$ cat src/rtl/mem_stage_if.sv
// Data-bus interface between the memory stage and the memory system.
// Latency: none; this only bundles the request/acknowledge wires.
// Backpressure: mem_req stays high until a single-cycle mem_ack completes the access.
//
// Signals:
//   mem_req   - access request, high for the whole outstanding access
//   mem_we    - 1 = store, 0 = load
//   mem_addr  - word-aligned address (low two bits are 0)
//   mem_be    - byte enables, little-endian lanes
//   mem_wdata - store data, replicated across lanes
//   mem_rdata - read data, valid together with mem_ack
//   mem_ack   - single-cycle completion pulse
interface mem_stage_if;
    logic        mem_req;
    logic        mem_we;
    logic [31:0] mem_addr;
    logic [3:0]  mem_be;
    logic [31:0] mem_wdata;
    logic [31:0] mem_rdata;
    logic        mem_ack;

    modport master (
        output mem_req, mem_we, mem_addr, mem_be, mem_wdata,
        input  mem_rdata, mem_ack
    );

    modport slave (
        input  mem_req, mem_we, mem_addr, mem_be, mem_wdata,
        output mem_rdata, mem_ack
    );
endinterface

$ cat src/rtl/mem_stage.sv
// Memory-access pipeline stage between execute and the register-file write port.
// Latency: 1 cycle for non-memory results; loads take 2+ cycles (entry edge, then ack edge).
// Backpressure: stall_req holds upstream while a bus access is outstanding; released on the
//               ack cycle or the timeout cycle.
//
// Ports:
//   clk, rst                 - clock, asynchronous active-high reset
//   in_valid .. in_sdata     - instruction from execute (register write info, memop, address, store data)
//   stall_req                - upstream must hold its outputs this cycle
//   bus                      - data-bus master (mem_req/we/addr/be/wdata out, mem_rdata/ack in)
//   wb_we/wb_waddr/wb_wdata  - registered register-file write port
//   exc_misalign/exc_buserr  - one-cycle exception pulses
//   exc_badaddr              - faulting byte address, held until the next exception
module mem_stage #(
    parameter int TIMEOUT = 0
) (
    input  logic        clk,
    input  logic        rst,

    input  logic        in_valid,
    input  logic        in_wreg,
    input  logic [4:0]  in_waddr,
    input  logic [31:0] in_wdata,
    input  logic [3:0]  in_memop,
    input  logic [31:0] in_maddr,
    input  logic [31:0] in_sdata,

    output logic        stall_req,

    mem_stage_if.master bus,

    output logic        wb_we,
    output logic [4:0]  wb_waddr,
    output logic [31:0] wb_wdata,

    output logic        exc_misalign,
    output logic        exc_buserr,
    output logic [31:0] exc_badaddr
);

    localparam logic [3:0] OP_LB  = 4'd1;
    localparam logic [3:0] OP_LBU = 4'd2;
    localparam logic [3:0] OP_LH  = 4'd3;
    localparam logic [3:0] OP_LHU = 4'd4;
    localparam logic [3:0] OP_LW  = 4'd5;
    localparam logic [3:0] OP_SB  = 4'd6;
    localparam logic [3:0] OP_SH  = 4'd7;
    localparam logic [3:0] OP_SW  = 4'd8;

    // Counter is sized to hold TIMEOUT itself; one bit when the timeout is disabled.
    localparam int CW = (TIMEOUT > 0) ? $clog2(TIMEOUT + 1) : 1;

    typedef enum logic {
        IDLE = 1'b0,
        BUSY = 1'b1
    } state_t;

    state_t state;
    state_t state_nx;

    // Access captured on BUSY entry; upstream is stalled but we do not rely on it holding.
    logic [3:0]    cap_op;
    logic [31:0]   cap_addr;
    logic [31:0]   cap_sdata;
    logic [4:0]    cap_waddr;
    logic          cap_wreg;
    logic [CW-1:0] tmo_cnt;

    logic          in_is_load;
    logic          in_is_store;
    logic          in_is_mem;
    logic          in_misalign;
    logic          accept_mem;
    logic          tmo_hit;
    logic          cap_is_load;
    logic          cap_is_store;
    logic          req;

    logic [7:0]    ld_byte;
    logic [15:0]   ld_half;
    logic [31:0]   ld_data;

    // ------------------------------------------------------------------
    // Input decode. Codes 9..15 fall outside both ranges and act as "none".
    // ------------------------------------------------------------------
    assign in_is_load  = (in_memop >= OP_LB) && (in_memop <= OP_LW);
    assign in_is_store = (in_memop >= OP_SB) && (in_memop <= OP_SW);
    assign in_is_mem   = in_is_load || in_is_store;

    always_comb begin
        in_misalign = 1'b0;
        case (in_memop)
            OP_LH, OP_LHU, OP_SH: in_misalign = in_maddr[0];
            OP_LW, OP_SW:         in_misalign = (in_maddr[1:0] != 2'b00);
            default:              in_misalign = 1'b0;
        endcase
    end

    assign accept_mem   = (state == IDLE) && in_valid && in_is_mem && !in_misalign;

    assign cap_is_load  = (cap_op >= OP_LB) && (cap_op <= OP_LW);
    assign cap_is_store = (cap_op >= OP_SB) && (cap_op <= OP_SW);

    // Timeout fires on the BUSY cycle in which the counter has already reached TIMEOUT;
    // in that cycle the request is withdrawn and any ack is disregarded.
    assign tmo_hit = (TIMEOUT > 0) && (state == BUSY) && (tmo_cnt == CW'(TIMEOUT));

    // ------------------------------------------------------------------
    // FSM
    // ------------------------------------------------------------------
    always_ff @(posedge clk or posedge rst) begin
        if (rst) begin
            state <= IDLE;
        end else begin
            state <= state_nx;
        end
    end

    always_comb begin
        state_nx  = state;
        stall_req = 1'b0;
        case (state)
            IDLE: begin
                if (accept_mem) begin
                    state_nx  = BUSY;
                    stall_req = 1'b1;
                end
            end
            BUSY: begin
                if (tmo_hit || bus.mem_ack) begin
                    state_nx = IDLE;
                end else begin
                    stall_req = 1'b1;
                end
            end
            default: state_nx = IDLE;
        endcase
        // While reset is held the upstream may still present a memop; do not stall it.
        if (rst) begin
            stall_req = 1'b0;
        end
    end

    // ------------------------------------------------------------------
    // Bus drive: qualified by the request so the bus is quiet when idle.
    // ------------------------------------------------------------------
    assign req = (state == BUSY) && !tmo_hit;

    always_comb begin
        bus.mem_req   = req;
        bus.mem_we    = 1'b0;
        bus.mem_addr  = 32'd0;
        bus.mem_be    = 4'b0000;
        bus.mem_wdata = 32'd0;
        if (req) begin
            bus.mem_we   = cap_is_store;
            bus.mem_addr = {cap_addr[31:2], 2'b00};
            case (cap_op)
                OP_SB: begin
                    bus.mem_be    = 4'b0001 << cap_addr[1:0];
                    bus.mem_wdata = {4{cap_sdata[7:0]}};
                end
                OP_SH: begin
                    bus.mem_be    = 4'b0011 << cap_addr[1:0];
                    bus.mem_wdata = {2{cap_sdata[15:0]}};
                end
                OP_SW: begin
                    bus.mem_be    = 4'b1111;
                    bus.mem_wdata = cap_sdata;
                end
                default: begin
                    bus.mem_be    = 4'b1111;
                end
            endcase
        end
    end

    // ------------------------------------------------------------------
    // Load data extraction (little-endian lanes).
    // ------------------------------------------------------------------
    always_comb begin
        case (cap_addr[1:0])
            2'd0:    ld_byte = bus.mem_rdata[7:0];
            2'd1:    ld_byte = bus.mem_rdata[15:8];
            2'd2:    ld_byte = bus.mem_rdata[23:16];
            default: ld_byte = bus.mem_rdata[31:24];
        endcase
        ld_half = cap_addr[1] ? bus.mem_rdata[31:16] : bus.mem_rdata[15:0];

        case (cap_op)
            OP_LB:   ld_data = {{24{ld_byte[7]}}, ld_byte};
            OP_LBU:  ld_data = {24'd0, ld_byte};
            OP_LH:   ld_data = {{16{ld_half[15]}}, ld_half};
            OP_LHU:  ld_data = {16'd0, ld_half};
            default: ld_data = bus.mem_rdata;
        endcase
    end

    // ------------------------------------------------------------------
    // Capture, writeback, exceptions, timeout counter.
    // ------------------------------------------------------------------
    always_ff @(posedge clk or posedge rst) begin
        if (rst) begin
            cap_op       <= 4'd0;
            cap_addr     <= 32'd0;
            cap_sdata    <= 32'd0;
            cap_waddr    <= 5'd0;
            cap_wreg     <= 1'b0;
            tmo_cnt      <= '0;
            wb_we        <= 1'b0;
            wb_waddr     <= 5'd0;
            wb_wdata     <= 32'd0;
            exc_misalign <= 1'b0;
            exc_buserr   <= 1'b0;
            exc_badaddr  <= 32'd0;
        end else begin
            // Writes and exceptions are single-cycle unless re-armed below.
            wb_we        <= 1'b0;
            exc_misalign <= 1'b0;
            exc_buserr   <= 1'b0;

            case (state)
                IDLE: begin
                    if (in_valid) begin
                        if (!in_is_mem) begin
                            wb_we    <= in_wreg;
                            wb_waddr <= in_waddr;
                            wb_wdata <= in_wdata;
                        end else if (in_misalign) begin
                            exc_misalign <= 1'b1;
                            exc_badaddr  <= in_maddr;
                        end else begin
                            cap_op    <= in_memop;
                            cap_addr  <= in_maddr;
                            cap_sdata <= in_sdata;
                            cap_waddr <= in_waddr;
                            cap_wreg  <= in_wreg;
                            tmo_cnt   <= '0;
                        end
                    end
                end
                BUSY: begin
                    if (tmo_hit) begin
                        exc_buserr  <= 1'b1;
                        exc_badaddr <= cap_addr;
                    end else if (bus.mem_ack) begin
                        if (cap_is_load) begin
                            wb_we    <= cap_wreg;
                            wb_waddr <= cap_waddr;
                            wb_wdata <= ld_data;
                        end
                    end else begin
                        tmo_cnt <= tmo_cnt + 1'b1;
                    end
                end
                default: ;
            endcase
        end
    end

endmodule

$ cat src/flat_wrapper.sv
// flat-port wrapper written by rule: the top's interface ports become plain ports
module mem_stage_flat 
#(
    parameter int TIMEOUT = 0
)
  (clk, rst, in_valid, in_wreg, in_waddr, in_wdata, in_memop, in_maddr, in_sdata, stall_req, wb_we, wb_waddr, wb_wdata, exc_misalign, exc_buserr, exc_badaddr, bus_mem_req, bus_mem_we, bus_mem_addr, bus_mem_be, bus_mem_wdata, bus_mem_rdata, bus_mem_ack);
  mem_stage_if bus_i ();
  input  logic clk;
  input  logic rst;
  input  logic in_valid;
  input  logic in_wreg;
  input  logic [4:0] in_waddr;
  input  logic [31:0] in_wdata;
  input  logic [3:0] in_memop;
  input  logic [31:0] in_maddr;
  input  logic [31:0] in_sdata;
  output logic stall_req;
  output logic wb_we;
  output logic [4:0] wb_waddr;
  output logic [31:0] wb_wdata;
  output logic exc_misalign;
  output logic exc_buserr;
  output logic [31:0] exc_badaddr;
  output wire logic [$bits(bus_i.mem_req)-1:0] bus_mem_req;
  output wire logic [$bits(bus_i.mem_we)-1:0] bus_mem_we;
  output wire logic [$bits(bus_i.mem_addr)-1:0] bus_mem_addr;
  output wire logic [$bits(bus_i.mem_be)-1:0] bus_mem_be;
  output wire logic [$bits(bus_i.mem_wdata)-1:0] bus_mem_wdata;
  input wire logic [$bits(bus_i.mem_rdata)-1:0] bus_mem_rdata;
  input wire logic [$bits(bus_i.mem_ack)-1:0] bus_mem_ack;
  assign bus_mem_req = bus_i.mem_req;
  assign bus_mem_we = bus_i.mem_we;
  assign bus_mem_addr = bus_i.mem_addr;
  assign bus_mem_be = bus_i.mem_be;
  assign bus_mem_wdata = bus_i.mem_wdata;
  assign bus_i.mem_rdata = bus_mem_rdata;
  assign bus_i.mem_ack = bus_mem_ack;
  mem_stage #(.TIMEOUT(TIMEOUT)) u_core (.clk(clk), .rst(rst), .in_valid(in_valid), .in_wreg(in_wreg), .in_waddr(in_waddr), .in_wdata(in_wdata), .in_memop(in_memop), .in_maddr(in_maddr), .in_sdata(in_sdata), .stall_req(stall_req), .bus(bus_i), .wb_we(wb_we), .wb_waddr(wb_waddr), .wb_wdata(wb_wdata), .exc_misalign(exc_misalign), .exc_buserr(exc_buserr), .exc_badaddr(exc_badaddr));
endmodule
$ cat config.mk
export PLATFORM = sky130hd
export DESIGN_NAME = mem_stage_flat
export DESIGN_NICKNAME = d
export VERILOG_FILES = /design/src/rtl/mem_stage_if.sv /design/src/rtl/mem_stage.sv /design/src/flat_wrapper.sv
export SDC_FILE = /design/constraint.sdc
export NUM_CORES = 1
export LEC_CHECK = 0
export ABC_AREA = 0
export CAP_MARGIN = 25
export CORE_ASPECT_RATIO = 0.8
export CORE_MARGIN = 2
export CORE_UTILIZATION = 50
export CTS_CLUSTER_DIAMETER = 60
export DETAILED_ROUTE_END_ITERATION = 8
export DONT_BUFFER_PORTS = 1
export PLACE_DENSITY = 0.73
export SLEW_MARGIN = 20
export SYNTH_ARGS = -nofsm -noshare
export SYNTH_HDL_FRONTEND = slang
export SYNTH_SLANG_ARGS = --single-unit
$ cat constraint.sdc
create_clock -name clk -period 5.2 [get_ports clk]
set_clock_uncertainty 0.15 [all_clocks]
set_input_delay 0.52 -clock clk [delete_from_list [all_inputs] [get_ports clk]]
set_output_delay 0.52 -clock clk [all_outputs]
set_load 0.02 [all_outputs]
# Yosys cells after proc, flatten, opt, wreduce, memory -nomap -nowiden
# Cells that the tools add are included.
# classes
n_mul	0
eq_ne	20
reduce_logical	16
order_cmp	8
shifts	2
div_mod_pow	0
bitwise_logic	2
add_sub_neg	0
n_mux	37
# ops
op	count
32-bit two-way mux	10
32-bit one-hot mux with 4 select lines	1
32-bit one-hot mux with 3 select lines	1
32-bit one-hot mux with 2 select lines	1
4-bit by 3-bit equality test with 1-bit output, second input constant	6
8-bit one-hot mux with 3 select lines	1
5-bit two-way mux	4
16-bit two-way mux	1
4-bit by 2-bit equality test with 1-bit output, second input constant	3
1-bit two-way mux	12
4-bit AND reduction	3
5-bit one-hot mux with 2 select lines	1
4-bit equality test, second input constant	2
4-bit by 1-bit >= comparator with 1-bit output, second input constant	2
4-bit by 3-bit >= comparator with 1-bit output, second input constant	2
4-bit by 3-bit <= comparator with 1-bit output, second input constant	2
4-bit <= comparator, second input constant	2
2-bit inequality test, second input constant	4
4-bit one-hot mux with 2 select lines	1
1-bit logical AND	7
1-bit one-hot mux with 2 select lines	3
4-bit by 1-bit equality test with 1-bit output, second input constant	1
4-bit two-way mux	1
2-bit by 1-bit inequality test with 1-bit output, second input constant	2
11 further kinds	12
# totals
ramBits	0
output_inout_bits	143
inputBits	142
register_bits	146
word_cells	96
romBits	0
memories	0
latch_bits	0

# Depth between registers and ports, before layout
# Gate-level depths: netlist of the first run.
# depth
ltp_word	8
mapped_depth	7
ltp_nobuf	4

# Least setup slack after synthesis of the first run
# OpenSTA, ideal clock, no wires.
# synth_path
kind	input port to output port
startpoint	input rst
endpoint	output stall_req
path_buffers	0
t_arrival_ns	3.998
required_ns	4.530
path_stages	2
path_slack_ns	0.532
path_cell_list	inv_1 o21a_1
# synth_via
elab_chain_len	1
# synth_lines
element	line_no	source
start: declaration	flat_wrapper.sv:9	input logic rst;
1-bit two-way mux	mem_stage.sv:139	if (rst) begin
end: declaration	flat_wrapper.sv:17	output logic stall_req;
# Every way passes these cells.

# Final worst setup path of the first run
# layout_path
startpoint	register u_core.cap_op[3]
endpoint	output bus_mem_wdata[0]
# layout_via
elab_chain_len	3
elab_cells_between_ends	5
cone_classes	eq/ne: 3; mux: 2
# layout_lines
element	line_no	source
start: declaration	mem_stage.sv:62	logic [3:0] cap_op;
start signal: assignment	mem_stage.sv:233	cap_op <= in_memop;
4-bit equality test or 4-bit by 3-bit equality test with 1-bit output (tied branches)	mem_stage.sv:158	case (cap_op)
32-bit one-hot mux with 3 select lines *	mem_stage.sv:158	
32-bit two-way mux *	mem_stage.sv:155	if (req) begin
end: declaration	flat_wrapper.sv:28	output wire logic [$bits(bus_i.mem_wdata)-1:0] bus_mem_wdata;
# Every way passes the cells marked *; elsewhere a longest branch is shown, timed or not.

==> qor.csv, run 1 <==
metric,value,unit
largest net degree at the start of global routing,88,
clk slew on worst S/H paths,70,ps
Final Cycle Share,0.8005,
Total GRT Usage,0.2519,
CP Max Fanout,25,
drt wl/cell,24.47,um
Setup crit start kind,register,
Sink Count,146,
Chip Width,143.4,um
FF-to-FF path depth,4,
Synth cell types,54,
Ant. Diodes,0,
Finish-stage setup viols,0,
share of layout cells above drive strength 1,0.2908,
drt total wl,21050,um
Max Buffers Root-to-Sink,2,
DPL Wire Length,14880,um
DRT Pass-1 Iters,5,
initial antenna violation count,0,
vias in the first global route,5615,
GPL Wtd Cong,0.8850,
Resize count post-CTS,0,
number of routed nets with antenna violations,0,
"FF+latch count, synth",146,
fill count,1257,
Leak,3.416,nW
PortBufs,0,
VDD IR max,0.2591,mV
RSZ-0062 raised after global routing,false,
Crit Path Class,register to primary output,
Slew HR,0.3103,
most frequent cells in the layout,"145 x dfrtp_1, 87 x mux2_2, 39 x and2_1, 38 x mux2_4",
final worst path period need,4163,ps
Max Fclk,0.2402,GHz
Nets,779,
Finished Layout Cells,860,
post-synthesis instance total,666,
sequential area share after synthesis,0.4704,
"commonest non-fill, non-tap cell in the layout",dfrtp_1,
total number of vias,5559,
I/O pin cnt,285,
Rows,40,
number of buffers created by CTS,17,
Final Cell Area,0.008469,sq mm
CTS root buf,clkbuf_16,
Fin Setup TNS,0,ps
Clock Latency Late Sink,410,ps
P per Cell Area,529.1,mW/mm^2
grt total ovfl,0,
status,completed,
worst min-delay path class,input pin to register,
hold path cells,1,
Residual DRC,0,
Post-Place Cell Area,0.007812,sq mm
number of flops mapped to enable cells by yosys,0,
CP arrival,3490,ps
area delta synth->final,9.037,%
Post-Syn Area,0.007767,sq mm
syn_area_per_cell,11.66,sq um
Iteration-0 DRC Markers,519,
global-route wire length before repair,32010,um
Inst Count DP,826,
max cap viols,0,
H-tree levels,4,
Ys Warns,0,
CTS tree,done,
"Async S/R FF share, synth",1.000,
Worst EP required,4530,ps
Starting Density,0.5139,
Max Slew Vio Count,0,
Critical Path End Type,primary output,
Core Area,0.01511,sq mm
die area,0.01655,sq mm
final hold vios,0,
vias per inst,6.464,
Die H,115.5,um
Least-Margin Pin Slew,1034,ps
Synth Flop Type,dfrtp_1,
## cell families (layout without fill, tap and decap cells)
group | Yosys count | in the layout | share of synthesized area
compound gates | 173 | 173 | 0.1558
mux | 150 | 150 | 0.2447
flops | 146 | 146 | 0.4704
simple gates | 130 | 130 | 0.08538
buf+inv | 65 | 47 | 0.04220
other cells | 1 | 3 | 0.0004828
xor+xnor | 1 | 1 | 0.001128
## synthesized netlist by cell type (4+ instances only)
| cell | n | area share |
|---|---|---|
| mux2i_1 | 17 | 0.022 |
| a211oi_1 | 8 | 0.0077 |
| a211o_1 | 8 | 0.0090 |
| a31oi_1 | 16 | 0.013 |
| a221oi_1 | 16 | 0.018 |
| a311oi_1 | 8 | 0.0090 |
| clkbuf_1 | 25 | 0.012 |
| and2_1 | 39 | 0.031 |
| nor2_1 | 27 | 0.013 |
| mux2_4 | 38 | 0.073 |
| mux2_2 | 87 | 0.13 |
| dfrtp_1 | 146 | 0.47 |
| mux4_2 | 8 | 0.023 |
| o22a_1 | 9 | 0.010 |
| nand3_1 | 10 | 0.0064 |
| a21oi_1 | 36 | 0.023 |
| buf_1 | 4 | 0.0019 |
| o31ai_1 | 17 | 0.016 |
| nand2_1 | 36 | 0.017 |
| buf_4 | 5 | 0.0048 |
| a22oi_1 | 8 | 0.0077 |
| buf_6 | 5 | 0.0072 |
| o221ai_1 | 8 | 0.0090 |
| buf_2 | 22 | 0.014 |
| o21ai_0 | 27 | 0.017 |
## layer usage
metal	part of all wire	track usage	vias up
met5	0	0	-
li1	-	-	2411
met2	0.48	0.4003	299
met1	0.40	0.3323	2806
met4	0.020	0.08301	0
met3	0.098	0.07810	43
## worst max-delay path, stage by stage, from the launching register on
cell and delay [ps]:
dfrtp_1 940, clkinv_1 570, nor4_4 370, buf_4 330
o21a_1 510, and2_1 340
## state kept, by name, indices dropped and copies added (netlist names), 4 cells and up
signal / count
u_core.wb_wdata: 32
u_core.cap_sdata: 32
u_core.wb_waddr: 5
u_core.cap_waddr: 5
u_core.cap_op: 4
u_core.cap_addr: 32
u_core.exc_badaddr: 32
## layout make-up
type	instances	area (sq um)	share of cell area
Clock inverter	15	193.9	0.02290
Multi-Input combinational cell	457	3807	0.4495
Inverter	4	20.02	0.002364
Sequential cell	146	3655	0.4315
Clock buffer	17	425.4	0.05023
Timing Repair Buffer	11	105.1	0.01241
Tap cell	210	262.8	0.03102
## timing repair
item / 4_1_cts / 5_1_grt
hold buffers: 1 / 0
hold endpoints to repair: 24 / 0
setup buffers: 0 / 0
setup endpoints to repair: 0 / 0
## through the flow
stage	util	power, mW	setup slack (ps)	hold slack [ps]
final	0.5603	4.482	1037	100.9
after global routing	0.5603	4.702	842.4	77.03
after detailed placement	0.5169	3.191	1479	336.2
after CTS	0.5585	4.497	1040	81.81
after floorplan	-	2.919	531.7	315.9
after global placement	0.5164	3.112	1579	334.8
## final timing paths
check / slack, ps / to / startpoint
worst max-delay path: 1040 / bus_mem_wdata[0] / u_core.cap_op[3]$_DFFE_PP0P_
worst min-delay path: 100 / u_core.cap_addr[21]$_DFFE_PP0P_ / in_maddr[21]
worst max register to register: 1550 / u_core.wb_waddr[1]$_DFFE_PP0P_ / u_core.cap_op[0]$_DFFE_PP0P_
worst min register to register: 350 / u_core.cap_addr[22]$_DFFE_PP0P_ / u_core.cap_addr[22]$_DFFE_PP0P_
max in group asynchronous: 2970 / u_core.exc_badaddr[15]$_DFFE_PP0P_ / rst
min in group asynchronous: 600 / u_core.cap_addr[12]$_DFFE_PP0P_ / rst
## where the power goes
group          leakage (nW)  internal (mW)  switching (mW)
clock                 0.300          0.771           0.524
sequential             1.73           1.49           0.566
combinational          1.39          0.541           0.585
Power figures use the tool's default switching activity.
==> run 2: changes to the inputs <==
==> constraint.sdc (replaced) <==
create_clock -name clk -period 3.9 [get_ports clk]
set_clock_uncertainty 0.15 [all_clocks]
set_input_delay 0.39 -clock clk [delete_from_list [all_inputs] [get_ports clk]]
set_output_delay 0.39 -clock clk [all_outputs]
set_load 0.02 [all_outputs]
==> run 2 against run 1 <==
Compared with the run above: the flow now finishes with violations (hold timing); count of clock-buffer cells in the layout grew 1; final cell count up 11%; power is 35% higher; sequential power is 33% higher; utilization grew 6.1 points; clock power increased by 29%; die area unchanged.
==> qor.csv, run 2 (synthesized netlist as in run 1, its figures left out) <==
metric,value,unit,change
status,"complete, but fails checks",,was completed
failing checks,hold timing,,
number of routed nets with antenna violations,0,,unchanged
CTS tree,done,,unchanged
Least-Margin Pin Slew,892.9,ps,was 1034 ps
RSZ-0062 raised after global routing,false,,unchanged
DPL Wire Length,15180,um,was 14880 um
Total GRT Usage,0.2747,,was 0.2519
Crit Path Class,register to primary output,,unchanged
Sink Count,146,,unchanged
I/O pin cnt,285,,unchanged
total number of vias,6096,,was 5559
Finish-stage setup viols,0,,unchanged
Core Area,0.01511,sq mm,unchanged
area delta synth->final,20.84,%,was 9.037%
final hold vios,10,,was 0
grt total ovfl,0,,unchanged
Max Buffers Root-to-Sink,2,,unchanged
Ant. Diodes,0,,unchanged
share of layout cells above drive strength 1,0.2611,,was 0.2908
Nets,872,,was 779
Post-CTS Repair Setup Buffers,0,,unchanged
clk slew on worst S/H paths,60,ps,was 70 ps
Rows,40,,unchanged
vias in the first global route,6131,,was 5615
VDD IR max,0.3784,mV,was 0.2591 mV
worst min-delay path class,input pin to asynchronous set/reset pin,,was input pin to register
PortBufs,0,,unchanged
CP Max Fanout,11,,was 25
largest net degree at the start of global routing,86,,was 88
GPL Wtd Cong,0.9066,,was 0.8850
Final Cycle Share,0.8663,,
Max Fclk,0.2960,GHz,
CTS root buf,clkbuf_16,,unchanged
Post-Route Utilization,0.6210,,was 0.5603
fill count,1118,,was 1257
Fin Setup TNS,0,ps,unchanged
final hold slack,-22.96,ps,was 100.9 ps
number of buffers created by CTS,17,,unchanged
most frequent cells in the layout,"145 x dfrtp_1, 90 x dlygate4sd3_1, 87 x mux2_2, 39 x and2_1, 38 x mux2_4",,"was 145 x dfrtp_1, 87 x mux2_2, 39 x and2_1, 38 x mux2_4"
final worst path period need,3379,ps,
die area,0.01655,sq mm,unchanged
Setup crit start kind,register,,unchanged
"Worst Setup Slack, final",521.5,ps,was 1037 ps
H-tree levels,4,,unchanged
drt wl/cell,24.05,um,was 24.47 um
Slew HR,0.4040,,was 0.3103
pre-CTS WS,878.4,ps,was 1479 ps
Starting Density,0.5139,,unchanged
drt total wl,22920,um,was 21050 um
Max Slew Vio Count,0,,unchanged
Worst EP required,3360,ps,was 4530 ps
initial antenna violation count,0,,unchanged
P per Cell Area,643.7,mW/mm^2,was 529.1 mW/mm^2
global-route wire length before repair,34630,um,was 32010 um
Clock Latency Late Sink,410,ps,about the same
Chip Width,143.4,um,unchanged
CP arrival,2840,ps,was 3490 ps
Critical Path End Type,primary output,,unchanged
Leak,3.791,nW,was 3.416 nW
Die H,115.5,um,unchanged
max cap viols,0,,unchanged
vias per inst,6.397,,was 6.464
DRT Pass-1 Iters,6,,was 5
Residual DRC,0,,unchanged
"commonest non-fill, non-tap cell in the layout",dfrtp_1,,unchanged
Iteration-0 DRC Markers,517,,was 519
==> run 2: cell types whose count changed in the layout (fill, tap and decap cells not counted), moves of 2 or more <==
| cell | delta |
|---|---|
| inv_6 | -3 |
| clkinvlp_4 | +2 |
| buf_12 | +2 |
| clkinv_4 | +2 |
| dlygate4sd3_1 | +89 |
==> run 2: per-layer routing <==
metal / track usage / vias to the layer above / routed length, um
met2: 0.4517 / 437 / 11170
li1: - / 2601 / -
met4: 0.08562 / 0 / 585
met1: 0.3424 / 2995 / 8874
met3: 0.1000 / 63 / 2287
met5: 0 / - / 0
==> run 2: worst paths after layout <==
check                                                     from                                end  slack, ps  depth (start not counted)
worst max register to register    u_core.cap_op[1]$_DFFE_PP0P_     u_core.wb_waddr[2]$_DFFE_PP0P_        910                          5
worst min register to register  u_core.cap_addr[8]$_DFFE_PP0P_     u_core.cap_addr[8]$_DFFE_PP0P_        360                          1
min in group clk                                  in_wdata[27]    u_core.wb_wdata[27]$_DFFE_PP0P_         10                          2
worst min-delay path                                       rst  u_core.exc_badaddr[9]$_DFFE_PP0P_        -20                          2
worst max-delay path              u_core.cap_op[1]$_DFFE_PP0P_                   bus_mem_wdata[3]        520                          4
max in group asynchronous                                  rst    u_core.wb_wdata[20]$_DFFE_PP0P_       3030                          2
==> run 2: area by class of cell <==
type                    count  area (sq um)  area share
flip-flops and latches    146          3655      0.3894
clock buffers              18         439.2     0.04679
repair buffers            104          1032      0.1100
inverters                   4         18.77    0.001999
well taps                 210         262.8     0.02799
multi-input cells         457          3812      0.4062
clock inverters            14         166.4     0.01773
==> run 2: report_power, final <==
part,total (mW),internal (mW),switching [mW]
clock network,1.67,0.979,0.690
registers,2.74,1.99,0.746
logic,1.63,0.788,0.846
total,6.04,3.76,2.28
==> run 2: repair_timing <==
item | 4_1_cts | 5_1_grt
hold buffers | 87 | 3
hold endpoints to repair | 120 | 3
gates resized for setup | 0 | 0
==> run 2: through the flow <==
stage                     total power [mW]  cells  area, sq um
after floorplan                      3.893    668         7779
after global placement               4.167    830         7871
after detailed placement             4.266    831         7876
after CTS                            6.013    950         9353
after global routing                 6.326    953         9387
final                                6.042    953         9387
==> run 2: worst max-delay path, cell delays in order (launching register included) <==
cell,delay (ps)
dfrtp_1,580
nand2_1,220
nor2_1,700
o21a_1,570
and2_1,350
==> run 3: changes to the inputs <==
--- a/config.mk
+++ b/config.mk
@@ -13,6 +13,7 @@
 export CTS_CLUSTER_DIAMETER = 60
 export DETAILED_ROUTE_END_ITERATION = 8
 export DONT_BUFFER_PORTS = 1
+export GPL_ROUTABILITY_DRIVEN = 0
 export PLACE_DENSITY = 0.73
 export SLEW_MARGIN = 20
 export SYNTH_ARGS = -nofsm -noshare
==> run 3 against run 2 <==
Compared with the run above: the run now ends clean; via count grew 0.89%; register-to-register slack lost 90 ps; sequential power is essentially flat; clock power grew 5%; sequential cell count is the same; utilization grew 0.099 points; worst hold slack gained 39 ps; sequential share of layout area shrank 0.062 points; critical path depth grew 1; global-route usage shrank 0.24 points; power grew 1.4%; combinational power is essentially flat.
==> qor.csv, run 3 (synthesized netlist as in run 1, its figures left out) <==
metric,value,unit,change
status,completed,,"was complete, but fails checks"
vias in the first global route,6202,,was 6131
Iteration-0 DRC Markers,577,,was 517
H-tree levels,4,,unchanged
P per Cell Area,651.9,mW/mm^2,was 643.7 mW/mm^2
final hold vios,0,,was 10
Crit Path Class,register to primary output,,unchanged
DPL Wire Length,14950,um,was 15180 um
CP Max Fanout,24,,was 11
Sink Count,146,,unchanged
pre-CTS WS,860.8,ps,was 878.4 ps
Chip Width,143.4,um,unchanged
drt total wl,22940,um,was 22920 um
CP arrival,3000,ps,was 2840 ps
I/O pin cnt,285,,unchanged
Finish-stage setup viols,0,,unchanged
die area,0.01655,sq mm,unchanged
Least-Margin Pin Slew,917.7,ps,was 892.9 ps
global-route wire length before repair,34600,um,was 34630 um
Slew HR,0.3875,,was 0.4040
Max Buffers Root-to-Sink,2,,unchanged
Ant. Diodes,0,,unchanged
drt wl/cell,24.14,um,was 24.05 um
clk slew on worst S/H paths,60,ps,about the same
Fin Setup TNS,0,ps,unchanged
share of layout cells above drive strength 1,0.2608,,was 0.2611
Critical Path Slowest Stage Cell,nor4_4,,was nor2_1
CTS root buf,clkbuf_16,,unchanged
Resize count post-CTS,0,,unchanged
"commonest non-fill, non-tap cell in the layout",dfrtp_1,,unchanged
total number of vias,6150,,was 6096
Max Slew Vio Count,0,,unchanged
Total GRT Usage,0.2723,,was 0.2747
Setup crit start kind,register,,unchanged
vias per inst,6.474,,was 6.397
Rows,40,,unchanged
Core Area,0.01511,sq mm,unchanged
Leak,3.801,nW,was 3.791 nW
CTS tree,done,,unchanged
Die H,115.5,um,unchanged
DRT Pass-1 Iters,6,,unchanged
Nets,870,,was 872
Starting Density,0.5139,,unchanged
max cap viols,0,,unchanged
VDD IR max,0.3984,mV,was 0.3784 mV
most frequent cells in the layout,"145 x dfrtp_1, 88 x dlygate4sd3_1, 87 x mux2_2, 39 x and2_1, 38 x mux2_4",,"was 145 x dfrtp_1, 90 x dlygate4sd3_1, 87 x mux2_2, 39 x and2_1, 38 x mux2_4"
Clock Latency Late Sink,410,ps,about the same
Final Cycle Share,0.9081,,was 0.8663
number of routed nets with antenna violations,0,,unchanged
largest net degree at the start of global routing,86,,unchanged
CP max stage delay,790,ps,was 700 ps
grt total ovfl,0,,unchanged
worst min-delay path class,input pin to register,,was input pin to asynchronous set/reset pin
initial antenna violation count,0,,unchanged
final worst path period need,3541,ps,was 3379 ps
number of buffers created by CTS,17,,unchanged
Post-CTS Repair Setup Buffers,0,,unchanged
Post-Route Utilization,0.6220,,was 0.6210
Residual DRC,0,,unchanged
WP buf/inv,2,,was 0
area delta synth->final,21.04,%,was 20.84%
"Worst Setup Slack, final",358.6,ps,was 521.5 ps
RSZ-0062 raised after global routing,false,,unchanged
Worst EP required,3360,ps,about the same
PortBufs,0,,unchanged
CP cell instances,buf_4 -> clkinv_1 -> nor4_4 -> o21a_1 -> and2_1,,was nand2_1 -> nor2_1 -> o21a_1 -> and2_1
hold-fix buffers at CTS,88,,was 87
Max Fclk,0.2824,GHz,was 0.2960 GHz
crit-path leading delay family,simple AND/OR/NAND/NOR gates,,unchanged
Critical Path End Type,primary output,,unchanged
## run 3: cell types whose count changed in the layout (fill, tap and decap cells not counted), sizes merged
cell,previous run,this run
inv,8,6
bufinv,2,4
clkinv,4,5
clkinvlp,4,3
clkbuf,18,17
dlygate4sd3,90,88
## run 3: final cells by class
| cell class | count | area (sq um) |
|---|---|---|
| sequential | 146 | 3655 |
| timing repair buffer | 102 | 1023 |
| clock buffer | 17 | 425.4 |
| fill | 1144 | 5713 |
| tap | 210 | 262.8 |
| inverter | 4 | 18.77 |
| clock inverter | 14 | 203.9 |
| multi-input combinational | 457 | 3812 |
## run 3: worst paths after layout
path                                            startpoint                              end  slack, ps  cells after the start
max in group asynchronous                              rst     u_core.bus.mem_req$_DFF_PP0_       2360                      3
hold / removal                                in_wdata[31]  u_core.wb_wdata[31]$_DFFE_PP0P_         20                      2
min in group asynchronous                              rst  u_core.cap_addr[28]$_DFFE_PP0P_        270                      2
hold reg to reg            u_core.cap_addr[29]$_DFFE_PP0P_  u_core.cap_addr[29]$_DFFE_PP0P_        350                      1
setup reg to reg              u_core.cap_op[1]$_DFFE_PP0P_   u_core.wb_waddr[2]$_DFFE_PP0P_        820                      5
setup / recovery              u_core.cap_op[3]$_DFFE_PP0P_                 bus_mem_wdata[7]        360                      5
## run 3: worst register-to-register path, stage by stage, from the launching register on
cell and delay (ps):
dfrtp_1 590, or3_1 450, a41oi_2 520, nor2_2 610, buf_4 290, mux2_2 350
## run 3: report_power, final
| group | switching [mW] | leakage (nW) | internal [mW] |
|---|---|---|---|
| clock | 0.678 | 0.302 | 1.08 |
| sequential | 0.745 | 1.73 | 1.99 |
| combinational | 0.842 | 1.77 | 0.790 |
## run 3: layer usage
| metal | GRT usage | wire, um | up-vias | share of wire |
|---|---|---|---|---|
| li1 | - | - | 2597 | - |
| met1 | 0.3379 | 8849 | 3049 | 0.39 |
| met2 | 0.4507 | 11130 | 439 | 0.49 |
| met3 | 0.08595 | 2274 | 65 | 0.099 |
| met4 | 0.1033 | 678 | 0 | 0.030 |
| met5 | 0 | 0 | - | 0 |
## run 3: metrics by stage
step / total power [mW] / instance area, sq um / hold WS [ps] / cells
finish: 6.129 / 9402 / 16.08 / 950
global route: 6.400 / 9402 / 7.013 / 950
CTS: 6.104 / 9402 / 0.01193 / 950
detailed placement: 4.263 / 7891 / 75.84 / 831
global placement: 4.168 / 7884 / 68.15 / 830
floorplan: 3.893 / 7779 / 315.9 / 668
